[src/rtl/snake_sequencer.sv]
`default_nettype none
// ============================================================================
// Module   : snake_sequencer
// Purpose  : Control sequencer for an LED-matrix snake game. Latches button
//            presses, paces the external game datapath with a tick
//            handshake, and multiplexes the pixel map onto a row-scanned
//            LED matrix between game ticks.
//
// Ports    : clka            - sole clock, all state changes on posedge
//            restart         - synchronous active-high reset
//            direction_in    - buttons {right, left, down, up}, active-high
//            logic_done      - datapath finished its board update
//            prng_done       - datapath finished placing new food
//            collision       - game-over flag, meaningful with logic_done
//            led_array       - pixel map, row r at [r*COLS +: COLS]
//            game_state      - INIT=0, RUN=1, STOP=2
//            direction_state - UP=0, DOWN=1, LEFT=2, RIGHT=3
//            execution_state - CHECK=0, INPUT=1, WAIT_LOGIC=2, UPDATE=3,
//                              WAIT_PRNG=4, DISPLAY=5
//            to_logic        - bit0 LOGIC_TICK, bit1 NO_UPDATE
//            row_cathode     - one-cold row enable (registered)
//            column_anode    - active-high column drive (registered)
//
// Options  : SNAKE_REVERSE_LOCK_EN - when defined, a pending press that
//            reverses the snake onto itself is dropped instead of applied.
//
// Revision : 1.0 - initial release
// ============================================================================
module snake_sequencer #(
    parameter int ROWS   = 8,
    parameter int COLS   = 8,
    parameter int DWELL  = 4,
    parameter int FRAMES = 1
) (
    input  logic                 clka,
    input  logic                 restart,
    input  logic [3:0]           direction_in,
    input  logic                 logic_done,
    input  logic                 prng_done,
    input  logic                 collision,
    input  logic [ROWS*COLS-1:0] led_array,
    output logic [1:0]           game_state,
    output logic [1:0]           direction_state,
    output logic [2:0]           execution_state,
    output logic [1:0]           to_logic,
    output logic [ROWS-1:0]      row_cathode,
    output logic [COLS-1:0]      column_anode
);

    // ------------------------------------------------------------------------
    // Encodings
    // ------------------------------------------------------------------------
    localparam logic [2:0] c_EX_CHECK      = 3'd0;
    localparam logic [2:0] c_EX_INPUT      = 3'd1;
    localparam logic [2:0] c_EX_WAIT_LOGIC = 3'd2;
    localparam logic [2:0] c_EX_UPDATE     = 3'd3;
    localparam logic [2:0] c_EX_WAIT_PRNG  = 3'd4;
    localparam logic [2:0] c_EX_DISPLAY    = 3'd5;

    localparam logic [1:0] c_GS_INIT = 2'd0;
    localparam logic [1:0] c_GS_RUN  = 2'd1;
    localparam logic [1:0] c_GS_STOP = 2'd2;

    localparam logic [1:0] c_DIR_UP    = 2'd0;
    localparam logic [1:0] c_DIR_DOWN  = 2'd1;
    localparam logic [1:0] c_DIR_LEFT  = 2'd2;
    localparam logic [1:0] c_DIR_RIGHT = 2'd3;

    // Counter widths never drop below one bit so DWELL=1 / FRAMES=1 work.
    localparam int c_ROW_W   = (ROWS   > 1) ? $clog2(ROWS)   : 1;
    localparam int c_DWELL_W = (DWELL  > 1) ? $clog2(DWELL)  : 1;
    localparam int c_FRAME_W = (FRAMES > 1) ? $clog2(FRAMES) : 1;

    localparam logic [c_ROW_W-1:0]   c_ROW_LAST   = c_ROW_W'(ROWS - 1);
    localparam logic [c_DWELL_W-1:0] c_DWELL_LAST = c_DWELL_W'(DWELL - 1);
    localparam logic [c_FRAME_W-1:0] c_FRAME_LAST = c_FRAME_W'(FRAMES - 1);

    // ------------------------------------------------------------------------
    // State
    // ------------------------------------------------------------------------
    logic [2:0]           r_state;
    logic [1:0]           r_game;
    logic [1:0]           r_dir;
    logic                 r_pend_vld;
    logic [1:0]           r_pend_dir;
    logic                 r_collision;
    logic [c_ROW_W-1:0]   r_row;
    logic [c_DWELL_W-1:0] r_dwell;
    logic [c_FRAME_W-1:0] r_frame;
    logic [ROWS-1:0]      r_cathode;
    logic [COLS-1:0]      r_anode;

    // ------------------------------------------------------------------------
    // Combinational signals
    // ------------------------------------------------------------------------
    logic                 w_press_vld;
    logic [1:0]           w_press_dir;
    logic                 w_reverse;
    logic                 w_dir_ok;
    logic                 w_scan_last;
    logic [2:0]           w_state_nxt;
    logic [1:0]           w_game_nxt;
    logic [1:0]           w_dir_nxt;
    logic                 w_consume;
    logic [1:0]           w_to_logic;
    logic [ROWS-1:0]      w_cathode_nxt;
    logic [COLS-1:0]      w_rows [ROWS];
    logic [COLS-1:0]      w_anode_nxt;

    // ------------------------------------------------------------------------
    // Button decode: only a single held button counts as a press.
    // ------------------------------------------------------------------------
    assign w_press_vld = $onehot(direction_in);

    always_comb begin
        w_press_dir = c_DIR_UP;
        case (direction_in)
            4'b0010: w_press_dir = c_DIR_DOWN;
            4'b0100: w_press_dir = c_DIR_LEFT;
            4'b1000: w_press_dir = c_DIR_RIGHT;
            default: w_press_dir = c_DIR_UP;
        endcase
    end

    // Opposite directions differ only in bit0 (UP/DOWN, LEFT/RIGHT).
    assign w_reverse = (r_pend_dir == (r_dir ^ 2'b01));

`ifdef SNAKE_REVERSE_LOCK_EN
    assign w_dir_ok = !w_reverse;
`else
    assign w_dir_ok = 1'b1;
    // Reversal detection only matters when the lock is built in.
    logic w_unused_reverse;
    assign w_unused_reverse = w_reverse;
`endif

    // ------------------------------------------------------------------------
    // Display scan bookkeeping
    // ------------------------------------------------------------------------
    assign w_scan_last = (r_dwell == c_DWELL_LAST) &&
                         (r_row   == c_ROW_LAST)   &&
                         (r_frame == c_FRAME_LAST);

    generate
        for (genvar gi = 0; gi < ROWS; gi++) begin : g_row_decode
            assign w_rows[gi]        = led_array[gi*COLS +: COLS];
            assign w_cathode_nxt[gi] = (r_row != c_ROW_W'(gi));
        end
    endgenerate

    assign w_anode_nxt = w_rows[r_row];

    // ------------------------------------------------------------------------
    // Execution FSM: next state and outputs
    // ------------------------------------------------------------------------
    always_comb begin
        w_state_nxt = r_state;
        w_game_nxt  = r_game;
        w_dir_nxt   = r_dir;
        w_consume   = 1'b0;
        w_to_logic  = 2'b00;

        case (r_state)
            c_EX_CHECK: begin
                if (r_game == c_GS_INIT) begin
                    // The first press starts the game; until then just idle
                    // on the display scan.
                    if (r_pend_vld) begin
                        w_game_nxt  = c_GS_RUN;
                        w_state_nxt = c_EX_INPUT;
                    end else begin
                        w_state_nxt = c_EX_DISPLAY;
                    end
                end else begin
                    w_state_nxt = c_EX_INPUT;
                end
            end

            c_EX_INPUT: begin
                // One-cycle tick; NO_UPDATE tells the datapath the game is
                // over so it should not move the snake.
                w_to_logic = {(r_game == c_GS_STOP), 1'b1};
                w_consume  = 1'b1;
                if ((r_game == c_GS_RUN) && r_pend_vld && w_dir_ok) begin
                    w_dir_nxt = r_pend_dir;
                end
                w_state_nxt = c_EX_WAIT_LOGIC;
            end

            c_EX_WAIT_LOGIC: begin
                if (logic_done) begin
                    w_state_nxt = (r_game == c_GS_STOP) ? c_EX_DISPLAY
                                                        : c_EX_UPDATE;
                end
            end

            c_EX_UPDATE: begin
                if (r_collision) begin
                    w_game_nxt = c_GS_STOP;
                end
                w_state_nxt = c_EX_WAIT_PRNG;
            end

            c_EX_WAIT_PRNG: begin
                if (prng_done) begin
                    w_state_nxt = c_EX_DISPLAY;
                end
            end

            c_EX_DISPLAY: begin
                if (w_scan_last) begin
                    w_state_nxt = c_EX_CHECK;
                end
            end

            default: begin
                w_state_nxt = c_EX_CHECK;
            end
        endcase
    end

    // ------------------------------------------------------------------------
    // Execution FSM: state registers
    // ------------------------------------------------------------------------
    always_ff @(posedge clka) begin
        if (restart) begin
            r_state <= c_EX_CHECK;
            r_game  <= c_GS_INIT;
            r_dir   <= c_DIR_RIGHT;
        end else begin
            r_state <= w_state_nxt;
            r_game  <= w_game_nxt;
            r_dir   <= w_dir_nxt;
        end
    end

    // ------------------------------------------------------------------------
    // Pending press: a fresh press always overwrites (last press wins), even
    // in the cycle the previous one is consumed.
    // ------------------------------------------------------------------------
    always_ff @(posedge clka) begin
        if (restart) begin
            r_pend_vld <= 1'b0;
            r_pend_dir <= c_DIR_UP;
        end else if (w_press_vld) begin
            r_pend_vld <= 1'b1;
            r_pend_dir <= w_press_dir;
        end else if (w_consume) begin
            r_pend_vld <= 1'b0;
        end
    end

    // Collision is only meaningful alongside logic_done, so capture it there
    // for use in the following UPDATE cycle.
    always_ff @(posedge clka) begin
        if (restart) begin
            r_collision <= 1'b0;
        end else if ((r_state == c_EX_WAIT_LOGIC) && logic_done) begin
            r_collision <= collision;
        end
    end

    // ------------------------------------------------------------------------
    // Scan counters: dwell -> row -> frame, held at zero outside DISPLAY so
    // every scan starts on row 0.
    // ------------------------------------------------------------------------
    always_ff @(posedge clka) begin
        if (restart || (r_state != c_EX_DISPLAY)) begin
            r_dwell <= '0;
            r_row   <= '0;
            r_frame <= '0;
        end else if (r_dwell != c_DWELL_LAST) begin
            r_dwell <= r_dwell + c_DWELL_W'(1);
        end else begin
            r_dwell <= '0;
            if (r_row != c_ROW_LAST) begin
                r_row <= r_row + c_ROW_W'(1);
            end else begin
                r_row <= '0;
                if (r_frame != c_FRAME_LAST) begin
                    r_frame <= r_frame + c_FRAME_W'(1);
                end else begin
                    r_frame <= '0;
                end
            end
        end
    end

    // ------------------------------------------------------------------------
    // Display drivers: registered one cycle behind the scan position and
    // blanked once the FSM has left DISPLAY.
    // ------------------------------------------------------------------------
    always_ff @(posedge clka) begin
        if (restart || (r_state != c_EX_DISPLAY)) begin
            r_cathode <= '1;
            r_anode   <= '0;
        end else begin
            r_cathode <= w_cathode_nxt;
            r_anode   <= w_anode_nxt;
        end
    end

    // ------------------------------------------------------------------------
    // Outputs
    // ------------------------------------------------------------------------
    assign game_state      = r_game;
    assign direction_state = r_dir;
    assign execution_state = r_state;
    assign to_logic        = w_to_logic;
    assign row_cathode     = r_cathode;
    assign column_anode    = r_anode;

endmodule

`default_nettype wire

[config.mk]
export PLATFORM = sky130hd
export DESIGN_NAME = snake_sequencer
export DESIGN_NICKNAME = d
export VERILOG_FILES = /design/src/rtl/snake_sequencer.sv
export SDC_FILE = /design/constraint.sdc
export NUM_CORES = 1
export LEC_CHECK = 0
export ABC_AREA = 1
export BUFFER_PORTS_ARGS = -buffer_cell sky130_fd_sc_hd__buf_2
export CORE_MARGIN = 4
export CORE_UTILIZATION = 41
export CTS_CLUSTER_DIAMETER = 50
export CTS_CLUSTER_SIZE = 24
export DETAILED_ROUTE_END_ITERATION = 10
export PLACE_DENSITY = 0.75
export SLEW_MARGIN = 5
export SYNTH_ARGS = -nofsm -noshare
export SYNTH_HDL_FRONTEND = slang
export SYNTH_SLANG_ARGS = --single-unit
[constraint.sdc]
create_clock -name clka -period 1.6 [get_ports clka]
set_input_delay 0.16 -clock clka [delete_from_list [all_inputs] [get_ports clka]]
set_output_delay 0.16 -clock clka [all_outputs]
set_load 0.1 [all_outputs]
# Yosys cells after proc, flatten, opt, wreduce, memory -nomap -nowiden
# Index checks and enable logic that the tools add are counted.
dict set report totals {
  inputBits 73
  elab_cells 86
  regBits 33
  out_inout_bits 25
}
dict set report op_classes {
  bitwise 4
  n_reduce_logical 15
  mux 21
  n_addsub 6
  eq_ne 28
  order_cmp 1
}
# operator n
set ops {}
lappend ops {{$bmux W8 S3} 1}
lappend ops {{$mux W3} 7}
lappend ops {{$pmux W3 S6} 1}
lappend ops {{$mux W8} 2}
lappend ops {{$ne A3 B3 Y1 const B} 5}
lappend ops {{$ne A2 B2 Y1 const B} 7}
lappend ops {{$eq A3 B3 Y1 const B} 3}
lappend ops {{$mux W2} 4}
lappend ops {{$eq A3 B1 Y1 const B} 2}
lappend ops {{$eq A3 B2 Y1 const B} 2}
lappend ops {{$ne A3 B2 Y1 const B} 2}
lappend ops {{$pmux W2 S3} 1}
lappend ops {{$add A1 B1 Y2} 2}
lappend ops {{$eq A2 B2 Y1 const B} 2}
lappend ops {{$eq A4 B2 Y1 const B} 1}
lappend ops {{$eq A4 B3 Y1 const B} 1}
lappend ops {{$eq A4 B4 Y1 const B} 1}
lappend ops {{$ge A4 B4 Y1 const B} 1}
lappend ops {{$logic_and A1 B1 Y1} 4}
lappend ops {{$mux W1} 4}
lappend ops {{$not A3 Y4} 1}
lappend ops {{$pmux W2 S2} 1}
lappend ops {{$reduce_and A2 Y1} 2}
lappend ops {{$reduce_and A4 Y1} 1}
lappend ops {{other kinds (14)} 17}

# Logic depth before layout (Yosys ltp)
dict set report depth {
  depth_word 5
  mapped_depth 10
  depth_no_buf 10
}

# Least setup slack after synthesis
# Ideal clock, no wire load.
dict set report synth_timing {
  kind {reg-to-output}
  start {register r_state[0], in the netlist execution_state[0]}
  end {output to_logic[1]}
  n_path_buf 0
  t_required_ps 1440
  setup_slack_ps -1212
  path_stages_with_launch 5
  arrival_time_ps 2652
  cell_sequence {dfxtp_1 > nand2_1 > nor2_1 > inv_1 > nor2_1}
}
dict set report synth_via {
  elab_chain_len 2
}
# item line
set synth_lines {}
lappend synth_lines {{from (decl)} 81} ;# logic [2:0] r_state;
lappend synth_lines {{from (signal assigned)} 227} ;# r_state <= c_EX_CHECK;
lappend synth_lines {{from (signal assigned)} 231} ;# r_state <= w_state_nxt;
lappend synth_lines {{$eq A3 B1 Y1} 163} ;# case (r_state)
lappend synth_lines {{$mux W2} 163}
lappend synth_lines {{to (decl)} 45} ;# output logic [1:0] to_logic,
# Every way passes these cells.

# Worst setup path in the final report
dict set report layout_timing {
  start {input direction_in[0]}
  end {register r_pend_dir[1]}
}
dict set report layout_via {
  elab_chain_len 3
  word_cells_on_any_way 7
  classes_between {2 x add/sub; 4 x eq/ne; 1 x mux}
}
# item line
set layout_lines {}
lappend layout_lines {{from (decl)} 37} ;# input logic [3:0] direction_in,
lappend layout_lines {{$add A1 B1 Y2 (not written as such)} 113} ;# assign w_press_vld = $onehot(direction_in);
lappend layout_lines {{$add A2 B2 Y3 (not written as such)} 113}
lappend layout_lines {{$eq A3 B1 Y1} 113}
lappend layout_lines {{to (signal assigned)} 244} ;# r_pend_dir <= c_DIR_UP;
lappend layout_lines {{to (signal assigned)} 247} ;# r_pend_dir <= w_press_dir;
lappend layout_lines {{to (decl)} 85} ;# logic [1:0] r_pend_dir;
# Several ways; a longest one is shown, not always the timed one.
# A chain may end at the register's enable or synchronous reset.

==> impl_metrics.tcl <==
set metrics [dict create \
    setup_viol 0 \
    worstPathRequired_ns 1.82 \
    p_per_area_nw_per_um2 1056 \
    grt_max_degree 28 \
    synth_top_family_by_area "simple AND/OR/NAND/NOR gates" \
    grt_usage_pct 17.12 \
    synthesis.nets 360 \
    cp_top_family "adder cells" \
    dp_hpwl_um 3938 \
    syn_area_per_cell_um2 6.725 \
    insertion_delay_ns 0.28 \
    grt_pass1_vias 1688 \
    yosysSeqAreaShare_pct 34.64 \
    skew_ns 0.003946 \
    run_status "completed" \
    cts_tree "done" \
    busiest_layer "met2" \
    setup.worst_path.start_class "primary input" \
    place_congestion 0.8351 \
    worst_pin_slew_ns 0.5016 \
    io_pins 98 \
    drcViolationCount 0 \
    drive_gt1_share_pct 33.95 \
    postRouteAntennaNets 0 \
    dieWidth_um 75.16 \
    layout.nets 461 \
    synth-simple-area-share_pct 27.20 \
    min_to "r_collision" \
    vias 2041 \
    post-route-min-period_ns 1.549 \
    grt_pass1_wl_um 7452 \
    timing.reg2reg.setup_slack_ns 0.29 \
    power.leakage_uw 0.001314 \
    max_stage_delay_ns 0.53 \
    dr.pass1.iters 4 \
    syn_area_um2 1849 \
    grt_overflow 0 \
    portBuffers 97 \
    initial_core_util_pct 42.47 \
    cts_buffers 5 \
    cts_max_level 2 \
    min_delay_path_depth 2 \
    n_fill_cell 412 \
    cts_sinks 32 \
    hold_start "collision" \
    use_met3_pct 3.738 \
    criticalPathCategory "in2reg" \
    fmax_ghz 0.6457 \
    slowest_stage "fa_1" \
    synth_xor_area_share_pct 0 \
    syn_to_final_growth_pct 39.38 \
    drv_cap 0 \
    wire_per_inst_um 11.86 \
    synthCells 275 \
    yosys_warnings 0 \
    fp.coreArea_um2 4354 \
    antennaDiodeCount 0 \
    cp_max_fo 5 \
    r2r-end "column_anode[2]" \
    crit_top_cell "a21oi_1" \
    synth_compound_area_share_pct 19.89 \
    worstPathCellList "buf_2 > inv_2 > fa_1 > inv_1 > ha_2 > ha_4 > nand3b_1 > a21oi_1 > a21oi_1 > nor2_1" \
    dp_slack_ns -0.3677 \
    hold_path_class "in2reg" \
    root_buffer "clkbuf_8" \
    wl_um 5090 \
    use_met2_pct 28.53 \
    num_rows 24 \
    synthMuxAreaShare_pct 0 \
    ys_seq_elements 32 \
    drv_slew 0 \
    die_area_um2 5649 \
    max-vdd-ir-drop_mv 0.5023 \
    reg2reg_from "execution_state[1]" \
    crit_arrival_ns 1.77 \
    detail_route.iter0.violations 89 \
    clockBufferDepth 2 \
    hold_viol 0 \
    antenna_found_initial 0 \
    maxSlewHeadroom_pct 66.79 \
    fp.dieH_um 75.16 \
    synth_fa_ha_area_share_pct 8.525 \
    ys_types 25 \
    hold-worst-slack_ns 0.09032 \
    use_met1_pct 21.39 \
    postCtsHoldBufs 0 \
    crit_path_end_kind "register" \
    layout_setup_ws_ns 0.05129 \
    clkTransAtPathRegs_ns 0.07 \
    vias_per_cell 4.758 \
    reg2reg_depth 7 \
    worst-path-buf-inv 3 \
    period_share_pct 96.79 \
]
[kinds of logic (layout without fill, tap and decap cells)]
family,count (synthesis),count (layout)
DFF,32,32
adders and majority gates,12,12
AOI/OAI and AO/OA,67,67
and+or+nand+nor,122,122
buffers and inverters,42,144
[per-stage QoR]
step                power, uW  setup TNS [ns]  util, %  area [um2]  instances
floorplan                1858         -0.1676        -        1881        275
global placement         2117         -0.7916    56.72        2470        420
detailed placement       2130         -0.9744    56.72        2470        420
CTS                      2733               0    58.74        2557        428
global route             2878       -0.005431    59.20        2577        429
finish                   2721               0    59.20        2577        429
[repair_timing]
action,in CTS,in global routing
resized for setup,2,1
pin swaps,1,2
endpoints found under the setup margin,2,2
buffers inserted,0,1
[cell usage in the layout (no fill, tap or decap)]
cell	instances
buf_6	1
dfxtp_1	27
a211oi_1	1
fa_1	1
buf_4	9
inv_12	1
ha_2	1
inv_2	3
clkbuf_1	2
o21ai_0	37
o22ai_1	16
ha_4	1
nand2_1	53
o211ai_1	2
nand3_1	7
inv_1	24
dfxtp_2	4
nand4_1	2
o21a_1	2
nand3b_1	1
clkinv_2	1
buf_2	94
a21oi_1	9
buf_12	3
dfxtp_4	1
nand3_2	1
ha_1	9
clkinv_1	1
nor2_1	51
nor3_1	3
and3_1	1
clkbuf_8	5
nor2_4	3
[cell usage after synthesis]
library cell / number / share of area [%]
o22ai_1: 16 / 5.4
nand4_1: 2 / 0.68
a21oi_1: 9 / 2.4
fa_1: 1 / 1.1
nor2_4: 2 / 1.2
a211oi_1: 1 / 0.41
clkbuf_1: 4 / 0.81
o21ai_0: 37 / 10
nand3_2: 1 / 0.54
nand2_1: 53 / 11
and3_1: 1 / 0.34
nand3b_1: 1 / 0.41
o211ai_1: 2 / 0.81
buf_4: 2 / 0.81
dfxtp_1: 32 / 35
nor2_1: 52 / 11
ha_1: 11 / 7.4
clkinv_1: 1 / 0.20
buf_6: 1 / 0.61
nor3_1: 3 / 0.81
nand3_1: 7 / 1.9
buf_2: 6 / 1.6
o21a_1: 2 / 0.81
inv_1: 27 / 5.5
inv_2: 1 / 0.20
[power breakdown]
group | total [uW] | switching (uW) | internal, uW
Clock | 602 | 297 | 305
Combinational | 1160 | 834 | 324
Sequential | 962 | 79.9 | 882
Total | 2720 | 1210 | 1510
[worst register-to-register path, stage by stage, from the launching register on]
cell      delay [ns]
dfxtp_2         0.36
inv_1           0.09
nand3_2         0.10
nor2_4          0.06
nand2_1         0.07
clkinv_1        0.29
nand2_1         0.19
nand2_1         0.06
[sequential cells by signal, indices dropped and copies added (netlist names)]
name	cells
direction_state	2
row_cathode	8
column_anode	8
game_state	2
r_row	3
r_dwell	2
execution_state	3
r_pend_vld	1
r_pend_dir	2
r_collision	1
[metal layers]
metal | part of all wire [%] | routed length (um)
met5 | 0 | 0
met4 | 1.5 | 77
met3 | 5.0 | 252
met2 | 50 | 2537
met1 | 44 | 2223
[how the worst max path moves through the flow]
stage                          from            end  slack (ns)  cells past startpoint
floorplan           direction_in[3]  r_pend_dir[1]       -0.07                      9
detailed placement  direction_in[3]  r_pend_dir[1]       -0.37                     10
finish              direction_in[0]  r_pend_dir[1]        0.05                     10
global placement    direction_in[3]  r_pend_dir[1]       -0.31                     10
CTS                 direction_in[3]  r_pend_dir[1]       0.008                     10
global route        direction_in[0]  r_pend_dir[1]      -0.005                     10
[final cells by class]
| class | instances | area (um2) | share of cell area (%) |
|---|---|---|---|
| multi-input cells | 201 | 1051 | 40.78 |
| flip-flops and latches | 32 | 649.4 | 25.19 |
| repair buffers | 107 | 609.3 | 23.64 |
| inverters | 29 | 121.4 | 4.709 |
| clock buffers | 7 | 76.32 | 2.961 |
| well taps | 52 | 65.06 | 2.524 |
| clock inverters | 1 | 5.005 | 0.1942 |
No activity file was read; power rests on OpenSTA's default activity.
